File: config.mk
export PLATFORM = sky130hd
export DESIGN_NAME = load_store_sequencer
export DESIGN_NICKNAME = d
export VERILOG_FILES = /design/src/rtl/load_store_sequencer.sv
export SDC_FILE = /design/constraint.sdc
export NUM_CORES = 1
export LEC_CHECK = 0
export ABC_CLOCK_PERIOD_IN_PS = 1500
export BUFFER_PORTS_ARGS = -buffer_cell sky130_fd_sc_hd__clkbuf_2
export CELL_PAD_IN_SITES_DETAIL_PLACEMENT = 1
export CELL_PAD_IN_SITES_GLOBAL_PLACEMENT = 1
export CORE_MARGIN = 2
export CORE_UTILIZATION = 32
export CTS_BUF_LIST = sky130_fd_sc_hd__clkbuf_8
export CTS_CLUSTER_DIAMETER = 40
export DETAILED_ROUTE_END_ITERATION = 7
export GPL_ROUTABILITY_DRIVEN = 0
export PLACE_DENSITY = 0.79
export RECOVER_POWER = 25
export SLEW_MARGIN = 20
export SYNTH_ARGS = -nofsm -noshare
export SYNTH_HDL_FRONTEND = slang
export SYNTH_SLANG_ARGS = --single-unit
File: constraint.sdc
create_clock -name clk -period 1.5 [get_ports clk]
set_input_delay 0.225 -clock clk [delete_from_list [all_inputs] [get_ports clk]]
set_output_delay 0.225 -clock clk [all_outputs]
set_load 0.05 [all_outputs]
File: src/rtl/load_store_sequencer.sv
// Hardwired fetch/decode/execute control sequencer for ld, ldi, st and halt on the bus datapath.
// Moore FSM: strobes decode state only; memory states hold until mem_ready, counter tracks retires.
module load_store_sequencer #(
  parameter int unsigned         BITS    = 32,
  parameter int unsigned         OPW     = 5,
  parameter int unsigned         CNT_W   = 16,
  parameter logic [OPW-1:0]      OP_LD   = 5'b00000,
  parameter logic [OPW-1:0]      OP_LDI  = 5'b00001,
  parameter logic [OPW-1:0]      OP_ST   = 5'b00010,
  parameter logic [OPW-1:0]      OP_HALT = 5'b11011
) (
  input  logic             clk,
  input  logic             reset,
  input  logic [BITS-1:0]  IRVal,
  input  logic             mem_ready,
  output logic             PCout,
  output logic             MARin,
  output logic             IncPC,
  output logic             RZin,
  output logic             RZout,
  output logic             PCin,
  output logic             Read,
  output logic             MDRin,
  output logic             MDRout,
  output logic             IRin,
  output logic             Gra,
  output logic             Grb,
  output logic             Rin,
  output logic             Rout,
  output logic             BAout,
  output logic             Cout,
  output logic             RYin,
  output logic             ADD,
  output logic             Write,
  output logic             run,
  output logic             illegal_op,
  output logic [CNT_W-1:0] instr_count
);

  typedef enum logic [3:0] {
    IDLE, T0, T1, T2, DEC, T3, T4, T5, T6, T7, ILL, HALT
  } state_t;

  state_t          state, next;
  logic [OPW-1:0]  ir_op, op_q;
  logic            retire;
  logic            unused_ir_bits;

  assign ir_op          = IRVal[BITS-1:BITS-OPW];
  assign unused_ir_bits = ^IRVal[BITS-OPW-1:0];

  always_ff @(posedge clk or negedge reset) begin
    if (!reset) state <= IDLE;
    else        state <= next;
  end

  // Opcode is latched in DEC so IR may change freely during execute.
  always_ff @(posedge clk or negedge reset) begin
    if (!reset)            op_q <= '0;
    else if (state == DEC) op_q <= ir_op;
  end

  always_ff @(posedge clk or negedge reset) begin
    if (!reset)      instr_count <= '0;
    else if (retire) instr_count <= instr_count + 1'b1;
  end

  always_comb begin
    next       = state;
    retire     = 1'b0;
    PCout      = 1'b0;
    MARin      = 1'b0;
    IncPC      = 1'b0;
    RZin       = 1'b0;
    RZout      = 1'b0;
    PCin       = 1'b0;
    Read       = 1'b0;
    MDRin      = 1'b0;
    MDRout     = 1'b0;
    IRin       = 1'b0;
    Gra        = 1'b0;
    Grb        = 1'b0;
    Rin        = 1'b0;
    Rout       = 1'b0;
    BAout      = 1'b0;
    Cout       = 1'b0;
    RYin       = 1'b0;
    ADD        = 1'b0;
    Write      = 1'b0;
    illegal_op = 1'b0;
    run        = (state != IDLE) && (state != HALT);

    case (state)
      IDLE: next = T0;
      T0: begin
        PCout = 1'b1; MARin = 1'b1; IncPC = 1'b1; RZin = 1'b1;
        next  = T1;
      end
      T1: begin
        Read = 1'b1; MDRin = 1'b1; RZout = 1'b1; PCin = 1'b1;
        if (mem_ready) next = T2;
      end
      T2: begin
        MDRout = 1'b1; IRin = 1'b1;
        next   = DEC;
      end
      DEC: begin
        if (ir_op == OP_LD || ir_op == OP_LDI || ir_op == OP_ST) begin
          next = T3;
        end else if (ir_op == OP_HALT) begin
          next   = HALT;
          retire = 1'b1;
        end else begin
          next = ILL;
        end
      end
      T3: begin
        Grb = 1'b1; BAout = 1'b1; RYin = 1'b1;
        next = T4;
      end
      T4: begin
        Cout = 1'b1; ADD = 1'b1; RZin = 1'b1;
        next = T5;
      end
      T5: begin
        RZout = 1'b1;
        if (op_q == OP_LDI) begin
          Gra = 1'b1; Rin = 1'b1;
          retire = 1'b1;
          next   = T0;
        end else begin
          MARin = 1'b1;
          next  = T6;
        end
      end
      T6: begin
        MDRin = 1'b1;
        if (op_q == OP_ST) begin
          Gra = 1'b1; Rout = 1'b1;
          next = T7;
        end else begin
          Read = 1'b1;
          if (mem_ready) next = T7;
        end
      end
      T7: begin
        if (op_q == OP_ST) begin
          Write = 1'b1;
          if (mem_ready) begin
            retire = 1'b1;
            next   = T0;
          end
        end else begin
          MDRout = 1'b1; Gra = 1'b1; Rin = 1'b1;
          retire = 1'b1;
          next   = T0;
        end
      end
      ILL: begin
        illegal_op = 1'b1;
        next       = T0;
      end
      HALT:    next = HALT;
      default: next = IDLE;
    endcase
  end

endmodule

; Word level (Yosys, flattened, before mapping)
; Index checks and enable logic that the tools add are counted.
[word_totals]
elab_cells = 69
output_inout_bits = 37
reg_bits = 25
[op_classes]
mux = 34
n_reduce_logical = 11
n_eq_ne = 20
addsub = 1
[ops]
columns = op, count
row1 = case mux 4 bit (11 select lines), 1
row2 = two-way mux 4 bit, 7
row3 = two-way mux 1 bit, 20
row4 = "adder 16 x 1 -> 16 bit, second input constant", 1
row5 = "equality test 4 x 3 -> 1 bit, second input constant", 4
row6 = "equality test 4 bit, second input constant", 4
row7 = "equality test 5 x 1 -> 1 bit, second input constant", 2
row8 = "equality test 5 x 2 -> 1 bit, second input constant", 2
row9 = "equality test 4 x 2 -> 1 bit, second input constant", 2
row10 = case mux 1 bit (2 select lines), 4
row11 = OR reduction 2 bit, 4
row12 = "inequality test 3 bit, second input constant", 2
row13 = case mux 1 bit (3 select lines), 2
row14 = "equality test 5 bit, second input constant", 1
row15 = zero test 5 bit, 1
row16 = "equality test 4 x 1 -> 1 bit, second input constant", 1
row17 = zero test 4 bit, 1
row18 = "inequality test 4 bit, second input constant", 1
row19 = nonzero test 4 bit, 1
row20 = AND reduction 3 bit, 1
row21 = logical OR 1 bit, 2
row22 = "inequality test 2 bit, second input constant", 1
row23 = logical AND 1 bit, 1

; Logic depth before layout (Yosys ltp)
; Gate-level depths: netlist of run 1.
[depth]
ltp_word = 5
ltp_mapped = 7

; Worst setup path before layout of run 1
; Ideal clock, no wire load.
[synth_path]
kind = reg-to-output
from = reg state[0]
to = out Gra
path_buffers = 2
t_arrival_ns = 2.861
path_slack_ns = -1.586
path_stages_with_launch = 5
t_required_ns = 1.275
path_cell_list = dfrtp_1 > buf_4 > clkbuf_1 > nor4_1 > or2_2
[synth_via]
elab_chain_len = 2
word_cells_on_any_way = 4
classes_between = 3 x eq/ne / 1 x mux
[synth_rtl]
columns = element, line
row1 = start: declaration, 44  ; state_t state, next;
row2 = start signal: assignment, 54  ; else state <= next;
row3 = equality test 4 bit / equality test 4 x 3 -> 1 bit (equally long branches), 93  ; case (state)
row4 = case mux 1 bit (3 select lines) *, 93
row5 = end: declaration, 26  ; output logic Gra,
; Every way passes the cells marked *; elsewhere a longest branch is shown, timed or not.

; Final worst setup path of run 1
[layout_path]
from = reg op_q[3]
to = out Gra
[layout_via]
elab_chain_len = 3
word_cells_on_any_way = 6
classes_between = 2 x eq/ne / 4 x mux
[layout_rtl]
columns = element, line
row1 = start: declaration, 45  ; logic [OPW-1:0] ir_op, op_q;
row2 = start signal: assignment, 60  ; else if (state == DEC) op_q <= ir_op;
row3 = equality test 5 x 2 -> 1 bit / equality test 5 x 1 -> 1 bit (equally long branches), "138, 147, 127"
row4 = two-way mux 1 bit (on tied branches), "147, 127, 138"
row5 = case mux 1 bit (3 select lines) *, 93
; Marked as above.

==> results of run 1 <==
## layout make-up
| cell class | count | share of cell area |
|---|---|---|
| Multi-Input combinational cell | 111 | 0.398 |
| Timing Repair Buffer | 110 | 0.365 |
| Sequential cell | 25 | 0.194 |
| Tap cell | 67 | 0.0254 |
| Clock buffer | 3 | 0.0125 |
| Inverter | 3 | 0.00455 |
| Clock inverter | 1 | 0.00152 |
## worst reg2reg max path: cells and delay by family (launching register included)
family / cells / cell delay, ps
buffers and inverters: 3 / 520
multiplexers: 1 / 300
AO/OA/AOI/OAI: 1 / 140
flip-flops: 1 / 420
AND/OR/NAND/NOR: 3 / 550
## logic make-up after synthesis
kind of cell,count (synthesis),share of synthesized area
simple gates,56,0.223
compound gates,29,0.153
flops,25,0.397
buf+inv,18,0.0676
xor+xnor,17,0.0946
mux,8,0.0564
fa+ha+maj,1,0.00795
## sequential cells by signal, summed over array words and instances (netlist names)
signal,cells
state,4
instr_count,16
op_q,5
## layout by cell type (no fill, tap or decap), drive strengths merged
master	Yosys	final
mux2i	1	1
and2	1	1
nor2	8	8
buf	9	79
a21oi	6	6
clkinvlp	0	1
dlygate4sd3	0	1
a21o	1	1
nand2b	7	7
and3	6	6
nor4	2	2
o21ai	5	5
clkbuf	6	33
o2111ai	9	9
or2	3	3
nand4b	1	1
a31oi	1	1
xor2	1	1
o22ai	1	1
mux2	7	7
a2111oi	2	2
nand2	4	4
nand4	1	1
o2bb2ai	1	1
xnor2	16	16
and4bb	1	1
or3	2	2
o211ai	2	2
nor2b	2	2
nand3	5	5
nand3b	2	2
ha	1	1
o31ai	1	1
dfrtp	25	25
inv	3	2
nor3	8	8
and4	3	3
clkinv	0	1
## layer usage
| metal | track usage | vias to the layer above | part of all wire |
|---|---|---|---|
| met5 | 0 | - | 0 |
| met4 | 0.131 | 0 | 0.039 |
| met3 | 0.0217 | 20 | 0.031 |
| met2 | 0.463 | 70 | 0.57 |
| met1 | 0.280 | 824 | 0.36 |
| li1 | - | 753 | - |
## where the power goes
group	leakage, nW	switching [W]	internal (W)
clock network	0.0255	0.000229	0.000187
logic	1.06	0.00252	0.00235
registers	0.313	0.000167	0.000836
total	1.40	0.00292	0.00338
## cells in the mapped netlist (2+ instances only)
library cell and number:
o211ai_2 2, nand2_1 4, nand2b_4 2, nor2_1 7, dfrtp_1 25, xnor2_1 16
buf_6 2, and4_1 3, buf_4 6, o21ai_1 4, nand3b_1 2, nor4_1 2
nor2b_1 2, a21oi_1 5, mux2_2 5, nand3_1 5, nor3_2 2, or3_1 2
clkbuf_1 6, mux2_1 2, o2111ai_1 9, inv_1 3, nor3_1 6, nand2b_1 5
or2_2 3, and3_1 6
## stage by stage
| step | hold slack, ps | util | setup WS [ps] | area, µm² |
|---|---|---|---|---|
| after floorplan | -70.6 | - | -592 | 1870 |
| after global placement | 276 | 0.516 | -355 | 2440 |
| after detailed placement | 287 | 0.516 | -429 | 2440 |
| after CTS | 234 | 0.660 | -516 | 3120 |
| after global routing | 234 | 0.699 | -673 | 3300 |
| final | 239 | 0.699 | -596 | 3300 |
## repair_timing
| item | in CTS | in global routing |
|---|---|---|
| cloned | 1 | 0 |
| pin swaps | 32 | 21 |
| hold buffers | 1 | 0 |
| endpoints found under the hold margin | 25 | 0 |
| setup buffers | 18 | 7 |
| setup endpoints to repair | 44 | 45 |
| gates resized for setup | 92 | 34 |
## path summary, 6_finish.rpt
path	slack, ps	end	cells after the start
min in group asynchronous	490	state[3]	2
setup / recovery	-600	Gra	6
hold / removal	240	op_q[4]	2
max in group asynchronous	530	instr_count[2]	2
setup reg to reg	-530	instr_count[1]	8
hold reg to reg	500	instr_count[8]	1
==> run summary, run 1 <==
Width of the die: 74.1 µm
CTS Buffer Depth: 2
Critical-path top delay cell: dfrtp_1
Largest area contributor in the synthesized netlist: dfrtp_1
Global-route usage over all layers: 0.249
RSZ-0062 raised after global routing: true
Initial antenna violation count: 0
Register area share after synthesis: 0.397
Post-synth ARST share: 1.00
Initial core utilization: 0.333
Final net count: 290
Min cycle time layout: 2100 ps
Vias: 1667
PortBufs: 44
TritonCTS clock tree: done
Worst slew margin: 0.567
Placed Instances: 293
Die height: 74.1 µm
Number of global-route vias before repair: 1803
FILL cells: 444
WP data required: 1270 ps
Final setup violation count: 44
Clock Latency Late Sink: 280 ps
Worst Setup End Kind: output pin
Share of cells above drive strength 1: 0.755
VDD IR max: 1.14 mV
Critical Path Source Type: register
Leakage power: 1.40 nW
Synth top area share: 0.397
Crit path max fanout: 4
Crit path buf inv count: 2
Row count: 25
Pins Over Slew Limit: 0
Clock root buffer: clkbuf_8
CTS sink cnt: 25
First-pass GRT wire length: 9890 µm
Remaining global-route overflow: 0
Number of antenna-violating nets in the routed design: 0
Cells after Synth: 154
Hold Vio Cnt, Final: 0
Core area: 4720 µm²
Cell class contributing the biggest share of worst-path delay: simple AND/OR/NAND/NOR gates
CTS clk-pin slew, worst paths: 90 ps
HP Start: IRVal[31]
DRC: 0
Post-Syn Area: 1570 µm²
Ports: 72
Setup crit start: op_q[3]
Setup ws final: -596 ps
Crit path kind: reg2out
DR vias/cell: 5.21
Power Density: 1910 nW/µm²
Crit share post-route: 1.40
Area contributors post-synth: dfrtp_1 40%, xnor2_1 8.9%, o2111ai_1 5.0%
Sequential cell area: 639 µm²
DPL Wire Length: 3670 µm
Max stage delay on crit path: 420 ps
Non-filler cells, final: 320
ANT cells: 0
#FFs+latches synth: 25
Tot Pwr: 0.00629 W
Die Footprint: 5500 µm²
Worst-path cell chain: nor3_2, nand3b_1, buf_4, o2bb2ai_4, or2_4, buf_12
Failing checks: negative setup slack
Avg Inst Size Synth: 10.2 µm²
Average wire per standard cell: 21.6 µm
Max Cap Viol: 0
Post-synth EDFFs: 0
Worst Hold Class: in2reg
Crit Reg-Reg Startpoint: op_q[3]
Crit path DAT: 1870 ps
Iter 0 DRT Violations: 72
Fmax achieved: 477 MHz
Synth unique cells: 44
Setup tns final: -16060 ps
Largest net degree at the start of global routing: 26
Skew final: 7.96 ps
Area of the multi-input gates: 1310 µm²
Total CTS buffers: 3
Main synth FF type: dfrtp_1
YS warnings: 0
Routed wire length: 6920 µm
Slew @ Worst Pin: 650 ps
Drt pass-1 iters: 4
H-tree levels: 1
Area Growth Syn to Fin: 110%
Outcome: complete, but fails checks
Syn nets: 190
(Power assumes the default switching activity.)
==> run 2: changes to the inputs <==
--- a/config.mk
+++ b/config.mk
@@ -5,12 +5,13 @@
 export SDC_FILE = /design/constraint.sdc
 export NUM_CORES = 1
 export LEC_CHECK = 0
+export ABC_AREA = 1
 export ABC_CLOCK_PERIOD_IN_PS = 1500
 export BUFFER_PORTS_ARGS = -buffer_cell sky130_fd_sc_hd__clkbuf_2
 export CELL_PAD_IN_SITES_DETAIL_PLACEMENT = 1
 export CELL_PAD_IN_SITES_GLOBAL_PLACEMENT = 1
 export CORE_MARGIN = 2
-export CORE_UTILIZATION = 32
+export CORE_UTILIZATION = 30
 export CTS_BUF_LIST = sky130_fd_sc_hd__clkbuf_8
 export CTS_CLUSTER_DIAMETER = 40
 export DETAILED_ROUTE_END_ITERATION = 7
==> run 2 against run 1 <==
Compared with the run above:
- the run still ends with negative setup slack left
- global-route usage increased by 0.078 points
- critical path depth increased by 1
- hold slack got worse by 76 ps
- final cell count increased by 35%
- die area increased by 16%
- count of clock-buffer cells in the layout unchanged
- routed wire length increased by 30%
- critical endpoint unchanged
- largest cell class unchanged
- largest power group unchanged
==> run summary, run 2 <==
Outcome: complete, but fails checks
Failing checks: negative setup slack
DPL Wire Length: 4340 µm
Most flop-heavy register: instr_count
Most common cell in the netlist: nand2_1
Max stage delay on crit path: 410 ps
Die height: 79.8 µm
Tot Pwr: 0.00583 W
Core Util, Final: 0.575
Main synth FF type: dfrtp_1
Post-synth ARST share: 1.00
Max FFs per register: 16
CTS sink cnt: 25
Largest area contributor in the synthesized netlist: dfrtp_1
Regs by FF count: instr_count: 16 flops, op_q: 5 flops, state: 4 flops
VDD IR max: 1.01 mV
Pins Over Slew Limit: 0
Crit path kind: reg2out
Final setup violation count: 44
Remaining global-route overflow: 0
Worst slew margin: 0.516
FILL cells: 660
Average wire per standard cell: 20.8 µm
Width of the die: 79.8 µm
Area Growth Syn to Fin: 84.7%
Commonest cells after routing, fill and taps aside: 77 x nand2_1, 37 x buf_4, 26 x nand3_1
Drt pass-1 iters: 4
Vias: 2214
Number of global-route vias before repair: 2237
Iter 0 DRT Violations: 97
Non-filler cells, final: 432
PortBufs: 44
Initial antenna violation count: 0
#FFs+latches synth: 25
Power Density: 1830 nW/µm²
Post-synth EDFFs: 0
CTS Buffer Depth: 2
DRC: 0
Global-route usage over all layers: 0.250
Setup ws final: -375 ps
Largest net degree at the start of global routing: 26
Area contributors post-synth: dfrtp_1 36%, nand2_1 20%, nand3_1 8.1%
Skew final: 7.66 ps
Number of antenna-violating nets in the routed design: 0
Synth top area share: 0.363
TritonCTS clock tree: done
Clock Latency Late Sink: 290 ps
Leakage power: 1.55 nW
Hold Vio Cnt, Final: 0
Crit path DAT: 1650 ps
Min cycle time layout: 1880 ps
Worst Hold Class: in2reg
DR vias/cell: 5.13
Critical Path Source Type: register
Ports: 72
Area of the multi-input gates: 1250 µm²
Worst Setup End Kind: output pin
Crit share post-route: 1.25
WP data required: 1270 ps
Fmax achieved: 533 MHz
Commonest non-fill, non-tap cell in the layout: nand2_1
Initial core utilization: 0.311
Worst-path cell chain: inv_2, buf_12, nor2_4, nand2_4, o21ai_4, or2_4, clkbuf_16
WHS: 164 ps
YS warnings: 0
Total CTS buffers: 3
Synth top cells by count: 93 x nand2_1, 32 x nor2_1, 28 x nand3_1
First-pass GRT wire length: 12200 µm
H-tree levels: 1
Slew @ Worst Pin: 727 ps
Register area share after synthesis: 0.363
Synth unique cells: 23
Final net count: 397
Row count: 27
Post-Syn Area: 1730 µm²
Placed Instances: 392
Finished layout cell area: 3190 µm²
Cells after Synth: 258
Die Footprint: 6370 µm²
ANT cells: 0
Critical-path top delay cell: dfrtp_1
RSZ-0062 raised after global routing: true
Crit path max fanout: 4
Avg Inst Size Synth: 6.69 µm²
Routed wire length: 8970 µm
Clock root buffer: clkbuf_8
CTS clk-pin slew, worst paths: 110 ps
Sequential cell area: 637 µm²
Core area: 5540 µm²
Placed Area: 2290 µm²
Syn nets: 294
Share of cells above drive strength 1: 0.514
Max Cap Viol: 0
run 2: per-stage QoR:
| stage | TNS (ps) | setup slack, ps |
|---|---|---|
| 6_report | -8430 | -375 |
| 5_1_grt | -10380 | -405 |
| 4_1_cts | -3180 | -274 |
| 3_5_place_dp | -1820 | -109 |
| 3_3_place_gp | -501 | -64.2 |
| 2_1_floorplan | -674 | -169 |
run 2: final cells by class:
type / count / share of cell area
sequential: 25 / 0.200
clock inverter: 1 / 0.00275
timing repair buffer: 104 / 0.332
tap: 72 / 0.0283
clock buffer: 3 / 0.0130
inverter: 27 / 0.0334
multi-input combinational: 200 / 0.391
run 2: cells by family after synthesis:
| family | Yosys count | share of synthesized area |
|---|---|---|
| AND/OR/NAND/NOR | 176 | 0.452 |
| buffers and inverters | 34 | 0.0914 |
| flip-flops | 25 | 0.363 |
| AO/OA/AOI/OAI | 15 | 0.0515 |
| XOR/XNOR | 7 | 0.0355 |
| adder cells (fa/ha/maj) | 1 | 0.00725 |
run 2: layer usage:
metal,vias up,part of all wire,global-route usage,wire [µm]
met4,0,0.041,0.0949,369
met2,59,0.53,0.454,4770
li1,1018,-,-,-
met5,-,0,0,0
met1,1115,0.40,0.303,3550
met3,22,0.031,0.0215,277
run 2: worst max-delay path: cells and delay by family (launching register included):
kind	cells	cell delay, ps
compound gates	1	160
simple gates	3	420
flops	1	410
buf+inv	3	370
run 2: worst paths after layout:
kind / startpoint / to / slack [ps] / cells after the start
worst min register to register: instr_count[15] / instr_count[15] / 570 / 2
worst min-delay path: IRVal[30] / op_q[3] / 160 / 3
worst max register to register: state[0] / state[0] / -230 / 12
min in group asynchronous: reset / op_q[4] / 510 / 2
max in group asynchronous: reset / state[1] / 480 / 2
worst max-delay path: state[2] / Gra / -380 / 7
run 2: what timing repair did:
item,CTS,global route
pin swaps,24,19
setup buffers,14,19
resized for setup,102,43
endpoints found under the hold margin,25,0
endpoints found under the setup margin,39,43
cloned,2,1
hold buffers,1,0
run 2: report_power, final:
part	total, W	leakage (nW)	internal, W	switching [W]
sequential	0.00108	0.319	0.000829	0.000254
clock	0.000471	0.0261	0.000196	0.000274
combinational	0.00427	1.20	0.00182	0.00246
total	0.00583	1.55	0.00284	0.00298
==> run 3: changes to the inputs <==
--- a/config.mk
+++ b/config.mk
@@ -11,13 +11,12 @@
 export CELL_PAD_IN_SITES_DETAIL_PLACEMENT = 1
 export CELL_PAD_IN_SITES_GLOBAL_PLACEMENT = 1
 export CORE_MARGIN = 2
-export CORE_UTILIZATION = 30
-export CTS_BUF_LIST = sky130_fd_sc_hd__clkbuf_8
+export CORE_UTILIZATION = 29
+export CTS_BUF_LIST = sky130_fd_sc_hd__clkbuf_16
 export CTS_CLUSTER_DIAMETER = 40
 export DETAILED_ROUTE_END_ITERATION = 7
 export GPL_ROUTABILITY_DRIVEN = 0
-export PLACE_DENSITY = 0.79
-export RECOVER_POWER = 25
+export PLACE_DENSITY = 0.77
 export SLEW_MARGIN = 20
 export SYNTH_ARGS = -nofsm -noshare
 export SYNTH_HDL_FRONTEND = slang
==> run 3 against run 2 <==
Compared with the run above:
- the run ends with negative hold slack, negative setup slack left
- count of clock-buffer cells in the layout unchanged
- total power decreased by 0.76%
- worst setup slack improved by 13 ps
- core utilization decreased by 3.3 points
- critical endpoint is now instr_count[0]
- highest routed layer unchanged
==> run summary, run 3 (synthesis results as in run 2) <==
Initial core utilization: 0.295
DR vias/cell: 5.18
Ports: 72
Initial antenna violation count: 0
Iter 0 DRT Violations: 139
Worst slew margin: 0.561
Vias: 2217
Remaining global-route overflow: 0
RSZ-0062 raised after global routing: true
Commonest non-fill, non-tap cell in the layout: nand2_1
Die Footprint: 6580 µm²
Die height: 81.1 µm
TritonCTS clock tree: done
Final setup violation count: 45
Crit path kind: reg2reg
Largest net degree at the start of global routing: 26
Number of global-route vias before repair: 2163
Number of antenna-violating nets in the routed design: 0
Skew final: 3.33 ps
Outcome: complete, but fails checks
Max stage delay on crit path: 470 ps
Worst Setup End Kind: register
Area of the multi-input gates: 1280 µm²
Drt pass-1 iters: 4
Row count: 28
WHS: -21.3 ps
Most used cell, CP: buf_6
Hold Vio Cnt, Final: 25
DRC: 0
Clock Latency Late Sink: 260 ps
Failing checks: negative hold slack, negative setup slack
Worst-path cell chain: buf_6, nand2_4, inv_4, nand2_4, buf_4, buf_6, nor2_4, nor2_4, buf_6, buf_6, nand3_1, nand2_1
VDD IR max: 1.73 mV
Placed Instances: 396
Global-route usage over all layers: 0.218
Fmax achieved: 537 MHz
CTS Buffer Depth: 2
Slew @ Worst Pin: 658 ps
Commonest cells after routing, fill and taps aside: 70 x nand2_1, 32 x buf_4, 25 x nand3_1
Placed Area: 2290 µm²
Area Growth Syn to Fin: 83.9%
Most flop-heavy register: instr_count
Max FFs per register: 16
Worst Reg-to-Reg Cells: 12
Width of the die: 81.1 µm
Finished layout cell area: 3170 µm²
WP data required: 1700 ps
Min cycle time layout: 1860 ps
Core area: 5850 µm²
Regs by FF count: instr_count: 16 flops, op_q: 5 flops, state: 4 flops
CTS clk-pin slew, worst paths: 70 ps
Pins Over Slew Limit: 0
Total CTS buffers: 3
Critical Path Source Type: register
Sequential cell area: 637 µm²
Share of cells above drive strength 1: 0.530
Crit share post-route: 1.24
Setup ws final: -363 ps
Crit path DAT: 2060 ps
FILL cells: 693
Critical-path top delay cell: dfrtp_2
ANT cells: 0
Power Density: 1820 nW/µm²
Core Util, Final: 0.542
Crit path max fanout: 8
PortBufs: 44
Final net count: 390
DPL Wire Length: 4200 µm
Worst Hold Class: in2async
CTS sink cnt: 25
First-pass GRT wire length: 10800 µm
Leakage power: 1.54 nW
Hold bufs inserted after CTS: 0
Max Cap Viol: 0
H-tree levels: 1
Tot Pwr: 0.00578 W
Average wire per standard cell: 20.6 µm
Non-filler cells, final: 428
Routed wire length: 8830 µm
Clock root buffer: clkbuf_16
[run 3: worst max-delay path, delay by kind of cell, from the launching register on]
family | cells | cell delay, ps
flops | 1 | 470
simple gates | 6 | 600
buf+inv | 6 | 700
[run 3: power breakdown]
group | internal (W) | switching (W) | total (W)
Sequential | 0.000830 | 0.000257 | 0.00109
Clock | 0.000360 | 0.000257 | 0.000617
Combinational | 0.00168 | 0.00239 | 0.00408
[run 3: final timing paths]
path	slack (ps)	start	to
min in group clk	230	IRVal[30]	op_q[3]
worst min register to register	580	instr_count[15]	instr_count[15]
worst max register to register	-360	state[0]	instr_count[0]
worst max-delay path	-360	state[0]	instr_count[0]
worst min-delay path	-20	reset	instr_count[6]
max in group asynchronous	1060	reset	state[3]
[run 3: timing repair]
item                                   4_1_cts  5_1_grt
pin swaps                                    6       25
endpoints found under the hold margin        0        0
gates resized for setup                     80       78
setup endpoints to repair                   39       45
setup buffers                                6       22
cloned                                       0        1
[run 3: area by class of cell]
class,count,share of cell area
clock buffers,3,0.0237
clock inverters,1,0.00158
inverters,27,0.0351
multi-input cells,200,0.404
flip-flops and latches,25,0.201
well taps,75,0.0296
repair buffers,97,0.305
[run 3: metal layers]
metal,wire (µm),global-route usage
met5,0,0
met4,550,0.0898
met2,4710,0.417
met3,285,0.0400
met1,3290,0.233
[run 3: stage by stage]
stage	hold slack (ps)	setup TNS [ps]	setup slack (ps)
2_1_floorplan	-70.6	-674	-169
5_1_grt	15.1	-12660	-404
6_report	-21.3	-10650	-363
3_3_place_gp	279	-315	-88.2
4_1_cts	8.81	-5110	-229
3_5_place_dp	288	-1680	-129
